$ cat config.mk
export PLATFORM = sky130hd
export DESIGN_NAME = mips_trace_buffer_flat
export DESIGN_NICKNAME = d
export VERILOG_FILES = /design/src/rtl/mips_trace_buffer_pkg.sv /design/src/rtl/mips_trace_buffer_if.sv /design/src/rtl/mips_trace_buffer_ram.sv /design/src/rtl/mips_trace_buffer.sv /design/src/flat_wrapper.sv
export SDC_FILE = /design/constraint.sdc
export NUM_CORES = 1
export LEC_CHECK = 0
export CAP_MARGIN = 20
export CORE_ASPECT_RATIO = 0.8
export CORE_MARGIN = 4
export CORE_UTILIZATION = 55
export CTS_CLUSTER_SIZE = 8
export DETAILED_ROUTE_END_ITERATION = 12
export PLACE_DENSITY_LB_ADDON = 0.25
export SETUP_SLACK_MARGIN = 0.1
export SLEW_MARGIN = 20
export SYNTH_ARGS = -nofsm -noshare
export SYNTH_HDL_FRONTEND = slang
export SYNTH_SLANG_ARGS = --single-unit
$ cat constraint.sdc
create_clock -name clk -period 19.6 [get_ports clk]
set_input_delay 3.92 -clock clk [delete_from_list [all_inputs] [get_ports clk]]
set_output_delay 3.92 -clock clk [all_outputs]
set_load 0.05 [all_outputs]
$ cat src/rtl/mips_trace_buffer_pkg.sv
// Shared types for the MIPS post-commit trace buffer:
// state encoding and the 96-bit {pc, instr, alu} record layout.
package mips_trace_pkg;

  localparam int REC_W     = 96;
  localparam int PC_LSB    = 64;
  localparam int INSTR_LSB = 32;
  localparam int ALU_LSB   = 0;

  localparam logic [1:0] ST_IDLE  = 2'd0;
  localparam logic [1:0] ST_ARMED = 2'd1;
  localparam logic [1:0] ST_POST  = 2'd2;
  localparam logic [1:0] ST_DONE  = 2'd3;

  typedef enum logic [1:0] {
    IDLE  = ST_IDLE,
    ARMED = ST_ARMED,
    POST  = ST_POST,
    DONE  = ST_DONE
  } state_t;

  typedef struct packed {
    logic [31:0] pc;
    logic [31:0] instr;
    logic [31:0] alu;
  } rec_t;

endpackage

$ cat src/rtl/mips_trace_buffer_if.sv
// Capture bus from the retiring stage and valid/ready drain port.
// master drives captures and consumes records; slave is the buffer.
interface mips_trace_buffer_if;
  logic        cap_valid;
  logic [31:0] cap_pc;
  logic [31:0] cap_instr;
  logic [31:0] cap_alu;
  logic        rd_valid;
  logic        rd_ready;
  logic [31:0] rd_pc;
  logic [31:0] rd_instr;
  logic [31:0] rd_alu;

  modport master (
    output cap_valid, cap_pc, cap_instr, cap_alu, rd_ready,
    input  rd_valid, rd_pc, rd_instr, rd_alu
  );

  modport slave (
    input  cap_valid, cap_pc, cap_instr, cap_alu, rd_ready,
    output rd_valid, rd_pc, rd_instr, rd_alu
  );
endinterface

$ cat src/rtl/mips_trace_buffer_ram.sv
// Record storage: one synchronous write port, one async read port.
// No reset; contents are don't-care until written.
module trace_ram
  import mips_trace_pkg::*;
#(
  parameter int DEPTH = 16,
  localparam int AW = $clog2(DEPTH)
) (
  input  logic             clk,
  input  logic             we,
  input  logic [AW-1:0]    waddr,
  input  logic [REC_W-1:0] wdata,
  input  logic [AW-1:0]    raddr,
  output logic [REC_W-1:0] rdata
);

  logic [REC_W-1:0] mem [DEPTH];

  always_ff @(posedge clk) begin
    if (we) mem[waddr] <= wdata;
  end

  assign rdata = mem[raddr];

endmodule

$ cat src/rtl/mips_trace_buffer.sv
// Circular post-commit trace capture with PC trigger, post-trigger
// window and oldest-first valid/ready drain.
module mips_trace_buffer
  import mips_trace_pkg::*;
#(
  parameter int DEPTH     = 16,
  parameter int POST_TRIG = 4,
  localparam int AW = $clog2(DEPTH),
  localparam int CW = AW + 1
) (
  input  logic          clk,
  input  logic          reset,
  mips_trace_buffer_if.slave bus,
  input  logic          arm,
  input  logic [31:0]   trig_pc,
  output logic          armed,
  output logic          triggered,
  output logic          done,
  output logic [CW-1:0] count
);

  localparam logic [CW-1:0] FULL = CW'(DEPTH);

  state_t        state;
  logic [AW-1:0] wr_ptr;
  logic [AW-1:0] rd_ptr;
  logic [AW-1:0] post_cnt;

  logic          we;
  logic          hit;
  logic          rd_fire;
  logic [AW-1:0] wr_nx;
  logic [CW-1:0] cnt_nx;
  logic [AW-1:0] oldest;
  rec_t          wrec;
  rec_t          rrec;

  assign we      = bus.cap_valid &&
                   (state == ARMED || state == POST);
  assign hit     = bus.cap_pc == trig_pc;
  assign wr_nx   = wr_ptr + AW'(1);
  assign cnt_nx  = (count == FULL) ? count : count + CW'(1);
  // Oldest record once the current write lands; a full buffer wraps to wr_nx.
  assign oldest  = wr_nx - cnt_nx[AW-1:0];
  assign rd_fire = bus.rd_valid && bus.rd_ready;

  assign wrec = '{pc: bus.cap_pc,
                  instr: bus.cap_instr,
                  alu: bus.cap_alu};

  trace_ram #(.DEPTH(DEPTH)) u_ram (
    .clk   (clk),
    .we    (we),
    .waddr (wr_ptr),
    .wdata (wrec),
    .raddr (rd_ptr),
    .rdata (rrec)
  );

  always_ff @(posedge clk or posedge reset) begin
    if (reset) begin
      state    <= IDLE;
      wr_ptr   <= '0;
      rd_ptr   <= '0;
      count    <= '0;
      post_cnt <= '0;
    end else begin
      unique case (state)
        IDLE: begin
          if (arm) begin
            state  <= ARMED;
            wr_ptr <= '0;
            rd_ptr <= '0;
            count  <= '0;
          end
        end
        ARMED: begin
          if (bus.cap_valid) begin
            wr_ptr <= wr_nx;
            count  <= cnt_nx;
            if (hit) begin
              if (POST_TRIG == 0) begin
                state  <= DONE;
                rd_ptr <= oldest;
              end else begin
                state    <= POST;
                post_cnt <= AW'(POST_TRIG);
              end
            end
          end
        end
        POST: begin
          if (bus.cap_valid) begin
            wr_ptr   <= wr_nx;
            count    <= cnt_nx;
            post_cnt <= post_cnt - AW'(1);
            if (post_cnt == AW'(1)) begin
              state  <= DONE;
              rd_ptr <= oldest;
            end
          end
        end
        DONE: begin
          if (count == '0) begin
            state <= IDLE;
          end else if (rd_fire) begin
            rd_ptr <= rd_ptr + AW'(1);
            count  <= count - CW'(1);
            if (count == CW'(1)) state <= IDLE;
          end
        end
        default: state <= IDLE;
      endcase
    end
  end

  assign armed     = (state == ARMED) || (state == POST);
  assign triggered = (state == POST) || (state == DONE);
  assign done      = (state == DONE);

  assign bus.rd_valid = done && (count != '0);
  assign bus.rd_pc    = done ? rrec.pc    : '0;
  assign bus.rd_instr = done ? rrec.instr : '0;
  assign bus.rd_alu   = done ? rrec.alu   : '0;

endmodule

$ cat src/flat_wrapper.sv
// flat-port wrapper written by rule: the top's interface ports become plain ports
module mips_trace_buffer_flat import mips_trace_pkg::*;
#(
  parameter int DEPTH     = 16,
  parameter int POST_TRIG = 4,
  localparam int AW = $clog2(DEPTH),
  localparam int CW = AW + 1
)
  (clk, reset, arm, trig_pc, armed, triggered, done, count, bus_cap_valid, bus_cap_pc, bus_cap_instr, bus_cap_alu, bus_rd_ready, bus_rd_valid, bus_rd_pc, bus_rd_instr, bus_rd_alu);
  mips_trace_buffer_if bus_i ();
  input  logic clk;
  input  logic reset;
  input  logic arm;
  input  logic [31:0] trig_pc;
  output logic armed;
  output logic triggered;
  output logic done;
  output logic [CW-1:0] count;
  input wire logic [$bits(bus_i.cap_valid)-1:0] bus_cap_valid;
  input wire logic [$bits(bus_i.cap_pc)-1:0] bus_cap_pc;
  input wire logic [$bits(bus_i.cap_instr)-1:0] bus_cap_instr;
  input wire logic [$bits(bus_i.cap_alu)-1:0] bus_cap_alu;
  input wire logic [$bits(bus_i.rd_ready)-1:0] bus_rd_ready;
  output wire logic [$bits(bus_i.rd_valid)-1:0] bus_rd_valid;
  output wire logic [$bits(bus_i.rd_pc)-1:0] bus_rd_pc;
  output wire logic [$bits(bus_i.rd_instr)-1:0] bus_rd_instr;
  output wire logic [$bits(bus_i.rd_alu)-1:0] bus_rd_alu;
  assign bus_i.cap_valid = bus_cap_valid;
  assign bus_i.cap_pc = bus_cap_pc;
  assign bus_i.cap_instr = bus_cap_instr;
  assign bus_i.cap_alu = bus_cap_alu;
  assign bus_i.rd_ready = bus_rd_ready;
  assign bus_rd_valid = bus_i.rd_valid;
  assign bus_rd_pc = bus_i.rd_pc;
  assign bus_rd_instr = bus_i.rd_instr;
  assign bus_rd_alu = bus_i.rd_alu;
  mips_trace_buffer #(.DEPTH(DEPTH), .POST_TRIG(POST_TRIG)) u_core (.clk(clk), .reset(reset), .bus(bus_i), .arm(arm), .trig_pc(trig_pc), .armed(armed), .triggered(triggered), .done(done), .count(count));
endmodule
# After elaboration in Yosys (flattened, before gate mapping)
# Memories as Yosys holds them, arrays and structs flattened.
# Cells that the tools add are included.
[word_totals]
out_inout_bits = 105
mem_count = 1
register_bits = 19
in_bits = 133
mem_bits_rw = 1536
elab_cells = 81
[memory_table]
columns = ["memory", "depth", "width", "read_ports", "rd_clocked_by_memory_dff", "write_ports", "line_no", "text"]
rows = [
  ["u_core.u_ram.mem", 16, 96, 1, 0, 1, "mips_trace_buffer_ram.sv:17", "logic [REC_W-1:0] mem [DEPTH];"],
]
[classes]
n_mux = 32
add_sub_neg = 6
eq_ne = 18
n_reduce_logical = 18
[ops]
columns = ["cell", "count"]
rows = [
  ["$mux 32", 3],
  ["$mux 4", 9],
  ["$eq 32x32->1", 1],
  ["$mux 5", 5],
  ["$mux 2", 8],
  ["$pmux 4 s2", 2],
  ["$pmux 5 s3", 1],
  ["$ne 2x2->1 const B", 7],
  ["$pmux 4 s3", 1],
  ["$add 4x1->4 const B", 2],
  ["$pmux 2 s4", 1],
  ["$reduce_and 4->1", 2],
  ["$reduce_and 7->1", 1],
  ["$ne 3x3->1 const B", 2],
  ["$reduce_and 6->1", 1],
  ["$add 5x1->5 const B", 1],
  ["$eq 5x1->1 const B", 1],
  ["$eq 5x5->1 const B", 1],
  ["$logic_not 5->1", 1],
  ["$reduce_and 5->1", 1],
  ["$reduce_bool 5->1", 1],
  ["$sub 5x1->5 const B", 1],
  ["$eq 2x2->1 const B", 2],
  ["$eq 4x1->1 const B", 1],
  ["12 further kinds", 18],
]

# Longest topological paths before layout
[depth]
word_depth = 6
mapped_depth = 11

# Modules after synthesis
# From an unflattened synthesis, not the netlist that was laid out.
[hier_totals]
hier_cells = 2715
hier_area_um2 = 60181.5
[by_module_without_submodules]
columns = ["module", "instances", "area_each_um2", "cells_per_inst"]
rows = [
  ["trace_ram", 1, 57433.8, 2364],
  ["mips_trace_buffer", 1, 2747.6, 351],
]

# Worst setup path before layout
# OpenSTA, ideal clock, no wires.
[synth_path]
path_type = "input to register"
from = "input bus_cap_valid"
to = "memory u_core.u_ram.mem[8][0] (enable)"
t_required_ps = 18912
arrival_time_ps = 11231
cell_stages = 4
n_path_buf = 0
setup_slack_ps = 7681
cell_sequence = "inv_1 -> nor2_1 -> nand2_1 -> nor3b_1"
[synth_via]
elab_chain_cells = 3
[synth_rtl]
columns = ["item", "line_no", "text"]
rows = [
  ["start, declared", "flat_wrapper.sv:19", "input wire logic [$bits(bus_i.cap_valid)-1:0] bus_cap_valid;"],
  ["$logic_and 1x1->1", "mips_trace_buffer.sv:38", "assign we = bus.cap_valid &&"],
  ["$mux 1", "mips_trace_buffer_ram.sv:20", "if (we) mem[waddr] <= wdata;"],
  ["$mux 1 (not written as such)", "mips_trace_buffer_ram.sv:20", ""],
  ["end, declared", "mips_trace_buffer_ram.sv:17", ""],
]
# Every way passes these cells.

# Worst setup path after layout
[layout_path]
from = "register u_core.rd_ptr[0]"
to = "output bus_rd_pc[4]"
[layout_via]
elab_chain_cells = 2
[layout_rtl]
columns = ["item", "line_no", "text"]
rows = [
  ["start, declared", "mips_trace_buffer.sv:26", "logic [AW-1:0] rd_ptr;"],
  ["start signal, assigned", "mips_trace_buffer.sv:84", "rd_ptr <= oldest;"],
  ["start signal, assigned", "mips_trace_buffer.sv:99", "rd_ptr <= oldest;"],
  ["start signal, assigned", "mips_trace_buffer.sv:107", "rd_ptr <= rd_ptr + AW'(1);"],
  ["$mem_v2 16x96", "n/a", ""],
  ["$mux 32", "mips_trace_buffer.sv:122", "assign bus.rd_pc = done ? rrec.pc : '0;"],
  ["end, declared", "flat_wrapper.sv:25", "output wire logic [$bits(bus_i.rd_pc)-1:0] bus_rd_pc;"],
]
# Every way passes these cells.

==> summary.txt <==
Synthesis
  – Dominant cell by count in the synthesized netlist: edfxtp_1
  – Number of synthesized register bits: 1555
  – Netlist area before placement: 60200 sq um
  – Dominant cell type by area after synthesis: edfxtp_1
  – Yosys synthesis warning count: 0
  – Number of synthesized flops with an enable pin: 1536
  – Mean area per synthesized cell: 24.2 sq um
  – Largest cells by area after synthesis: edfxtp_1 77%, mux4_2 18%, and2_1 1.1%, dfrtp_1 0.79%, xor2_1 0.52%
  – Distinct cell type count after synthesis: 49
  – Share of the yosys chip area belonging to registers: 77.4%
  – Area share of the largest cell type after synthesis: 76.6%
  – Gate count of the mapped netlist: 2494
  – Top flip-flop cell by instance count after synthesis: edfxtp_1
  – Synth Net Count: 2646
  – Cell types with the highest counts after synthesis: 1536 x edfxtp_1, 480 x mux4_2, 106 x and2_1
  – Post-synthesis async set-or-reset flop share: 1.22%

Setup path
  – Critical Path, Cell by Cell: buf_12, buf_16, buf_4, mux4_2, mux4_2, and2_1, clkdlybuf4s50_1
  – Cell at the slowest stage of the critical path: dfrtp_4
  – Setup crit end kind: output pin
  – Most prevalent standard cell on the critical path: mux4_2
  – Peak per-stage delay on the critical path: 0.93 ns
  – Crit start category: flip-flop
  – CP required: 15.68 ns
  – Worst Setup Path Type: flip-flop to output pin
  – Bufs and invs on worst path: 4
  – Critical Path Fanout Max: 83
  – Arrival time of data at the critical path endpoint: 5.60 ns
  – Family with the most delay on the worst path: buffers and inverters

Drt
  – Drt initial violations: 3234
  – Residual DRC: 0
  – Met2 Routed Length: 69900 um
  – Antenna Violating Nets Remaining: 0
  – Total met3 wirelength after detailed routing: 10300 um
  – Total vias in the final route: 27900
  – Post-detailed-route via-to-cell ratio: 6.45
  – Met1 Routed Length: 55200 um
  – Routed wire length per instance: 31.8 um
  – DR top layer: met5
  – Drt total wl: 138000 um
  – DRT Pass-1 Iters: 6

STA
  – Worst rel slew slack: 22.9%
  – Final hold viol count: 0
  – Final setup TNS: 0 ns
  – Final critical path time including I/O delays and setup: 9.52 ns
  – Number of slew-limit violations in the final report: 0
  – Share of the clock period used by the worst path after layout: 48.6%
  – Setup slack after layout: 10.08 ns
  – Worst Tran Pin Value: 1.16 ns
  – RSZ-0062 raised after global routing: no
  – Final setup violation count: 0
  – Fmax: 105 MHz
  – Layout Skew: 0.0346 ns

Die
  – Total I/O pin count: 238
  – Cell row count: 108
  – Die height: 304 um
  – Placeable core region: 109000 sq um
  – Initial standard-cell utilization of the core: 55.4%
  – Area enclosed by the die boundary: 115000 sq um
  – Horizontal extent of the die: 378 um

CTS
  – Clock net sink count: 1555
  – Clk Latency, worst-skew pair: 0.82 ns
  – Clock Root Buffer: clkbuf_16
  – Count of H-tree levels built during CTS: 4
  – Hold-fix buffer count after cts: 0
  – Clock buffer count from CTS: 212
  – Longest Clk Path Bufs: 3
  – Setup Fix Bufs, Post-CTS: 0
  – Number of resized instances in the post-cts repair step: 0
  – Clk pin slew, worst setup/hold paths: 0.05 ns
  – Clock tree from TritonCTS: built

Global route
  – Largest net degree at the start of global routing: 157
  – Global-route wire length before repair: 203000 um
  – Overflow left after global routing: 0
  – Via count of the first global-routing pass: 29600
  – Total Routing Usage GR: 24.4%
  – Initial antenna violation count: 8

Finish
  – Fill cell total of the finished layout: 6913
  – Share of final-layout standard cells stronger than drive strength 1: 26.9%
  – Final-stage net count: 3015
  – Area Overhead vs Synth: 16.1%
  – Post-route cell area: 69900 sq um

Placement
  – Port-buffer cells: 237
  – Placed standard-cell area: 64200 sq um
  – GPL Wtd Cong: 0.753
  – Final HPWL DP: 67900 um
  – Setup Slack @ Placement: 10.74 ns

Flow run
  – Number of max-capacitance violations reported: 0

Outcome
  – Status: completed

Worst hold path
  – Worst min-delay path category: flip-flop to flip-flop

Power and ir drop
  – Leak Pwr: 21.6 nW
  – Largest voltage drop on the vdd net: 0.0000885 V
  – P per Cell Area: 140 nW/um^2
[worst reg2reg max path, stage by stage (launching register included)]
cell and delay [ns]:
dfrtp_1 0.41, inv_1 0.11, ha_1 0.63, inv_1 0.31
nor2_1 0.32, nand2_1 0.26, nor2_4 0.48, buf_4 0.95
buf_4 0.80
[routing by layer]
layer | up-vias | track usage (%)
li1 | 11300 | -
met1 | 15100 | 34.9
met2 | 1291 | 39.7
met3 | 166 | 4.61
met4 | 4 | 5.95
met5 | - | 0
[layout make-up]
class	instances	area (sq um)	share of cell area, %
multi-input cells	796	13000	18.6
clock buffers	220	5340	7.63
inverters	16	60.1	0.0859
clock inverters	16	302	0.431
repair buffers	282	2800	4.01
well taps	1430	1790	2.56
diodes	8	20.0	0.0286
flip-flops and latches	1555	46600	66.7
[through the flow]
stage | instances | utilization (%) | total power [mW] | hold slack, ns
3_3_place_gp | 4078 | 59.1 | 6.61 | 0.496
4_1_cts | 4314 | 64.3 | 9.85 | 0.560
2_1_floorplan | 2494 | - | 5.92 | 0.481
5_1_grt | 4316 | 64.3 | 10.1 | 0.577
3_5_place_dp | 4078 | 59.1 | 6.65 | 0.549
6_report | 4323 | 64.3 | 9.76 | 0.557
[sequential cells by signal, indices dropped and copies added, names as in the netlist]
signal,cells
u_core.u_ram.mem,1536
u_core.count,5
u_core.post_cnt,4
u_core.rd_ptr,4
u_core.wr_ptr,4
u_core.state,2
[power by group]
part	switching [mW]	leakage [nW]	internal (mW)
logic	1.40	4.82	1.15
registers	0.130	14.1	3.89
clock network	1.28	2.75	1.90
total	2.81	21.6	6.95
[cell usage in the layout, fill, tap and decap left out, types with 5 or more instances in the layout]
cell	count
buf_12	5
diode_2	8
xor2_1	36
and2_1	97
ha_1	17
dfrtp_1	15
clkbuf_16	212
o21ai_0	18
buf_4	37
clkinv_16	5
nor2_1	20
a21oi_1	13
and2_4	9
nand2_1	25
inv_1	16
edfxtp_1	1536
clkdlybuf4s50_1	237
mux4_2	480
clkbuf_1	8
nor4_1	8
nand3_1	13
[worst paths after layout]
| path | from | cells past startpoint | slack, ns | end |
|---|---|---|---|---|
| max in group asynchronous | reset | 2 | 15.44 | u_core.rd_ptr[3]$_DFFE_PP0P_ |
| hold / removal | u_core.post_cnt[1]$_DFFE_PP0P_ | 1 | 0.56 | u_core.post_cnt[1]$_DFFE_PP0P_ |
| setup / recovery | u_core.rd_ptr[0]$_DFFE_PP0P_ | 7 | 10.08 | bus_rd_pc[4] |
| setup reg to reg | u_core.state[0]$_DFFE_PP0P_ | 8 | 14.94 | u_core.u_ram.mem[4][88]$_DFFE_PP_ |
| hold reg to reg | u_core.post_cnt[1]$_DFFE_PP0P_ | 1 | 0.56 | u_core.post_cnt[1]$_DFFE_PP0P_ |
| min in group asynchronous | reset | 2 | 3.58 | u_core.post_cnt[0]$_DFFE_PP0P_ |
[cells by family after synthesis]
family / count (synthesis) / synth area share (%)
AOI/OAI and AO/OA: 53 / 0.565
xor gates and xnor gates: 40 / 0.582
adders and majority gates: 19 / 0.407
buffers and inverters: 143 / 1.19
DFF: 1555 / 77.4
muxes: 485 / 18.0
and+or+nand+nor: 199 / 1.86
Note: power is estimated with default switching activity, not from simulation.
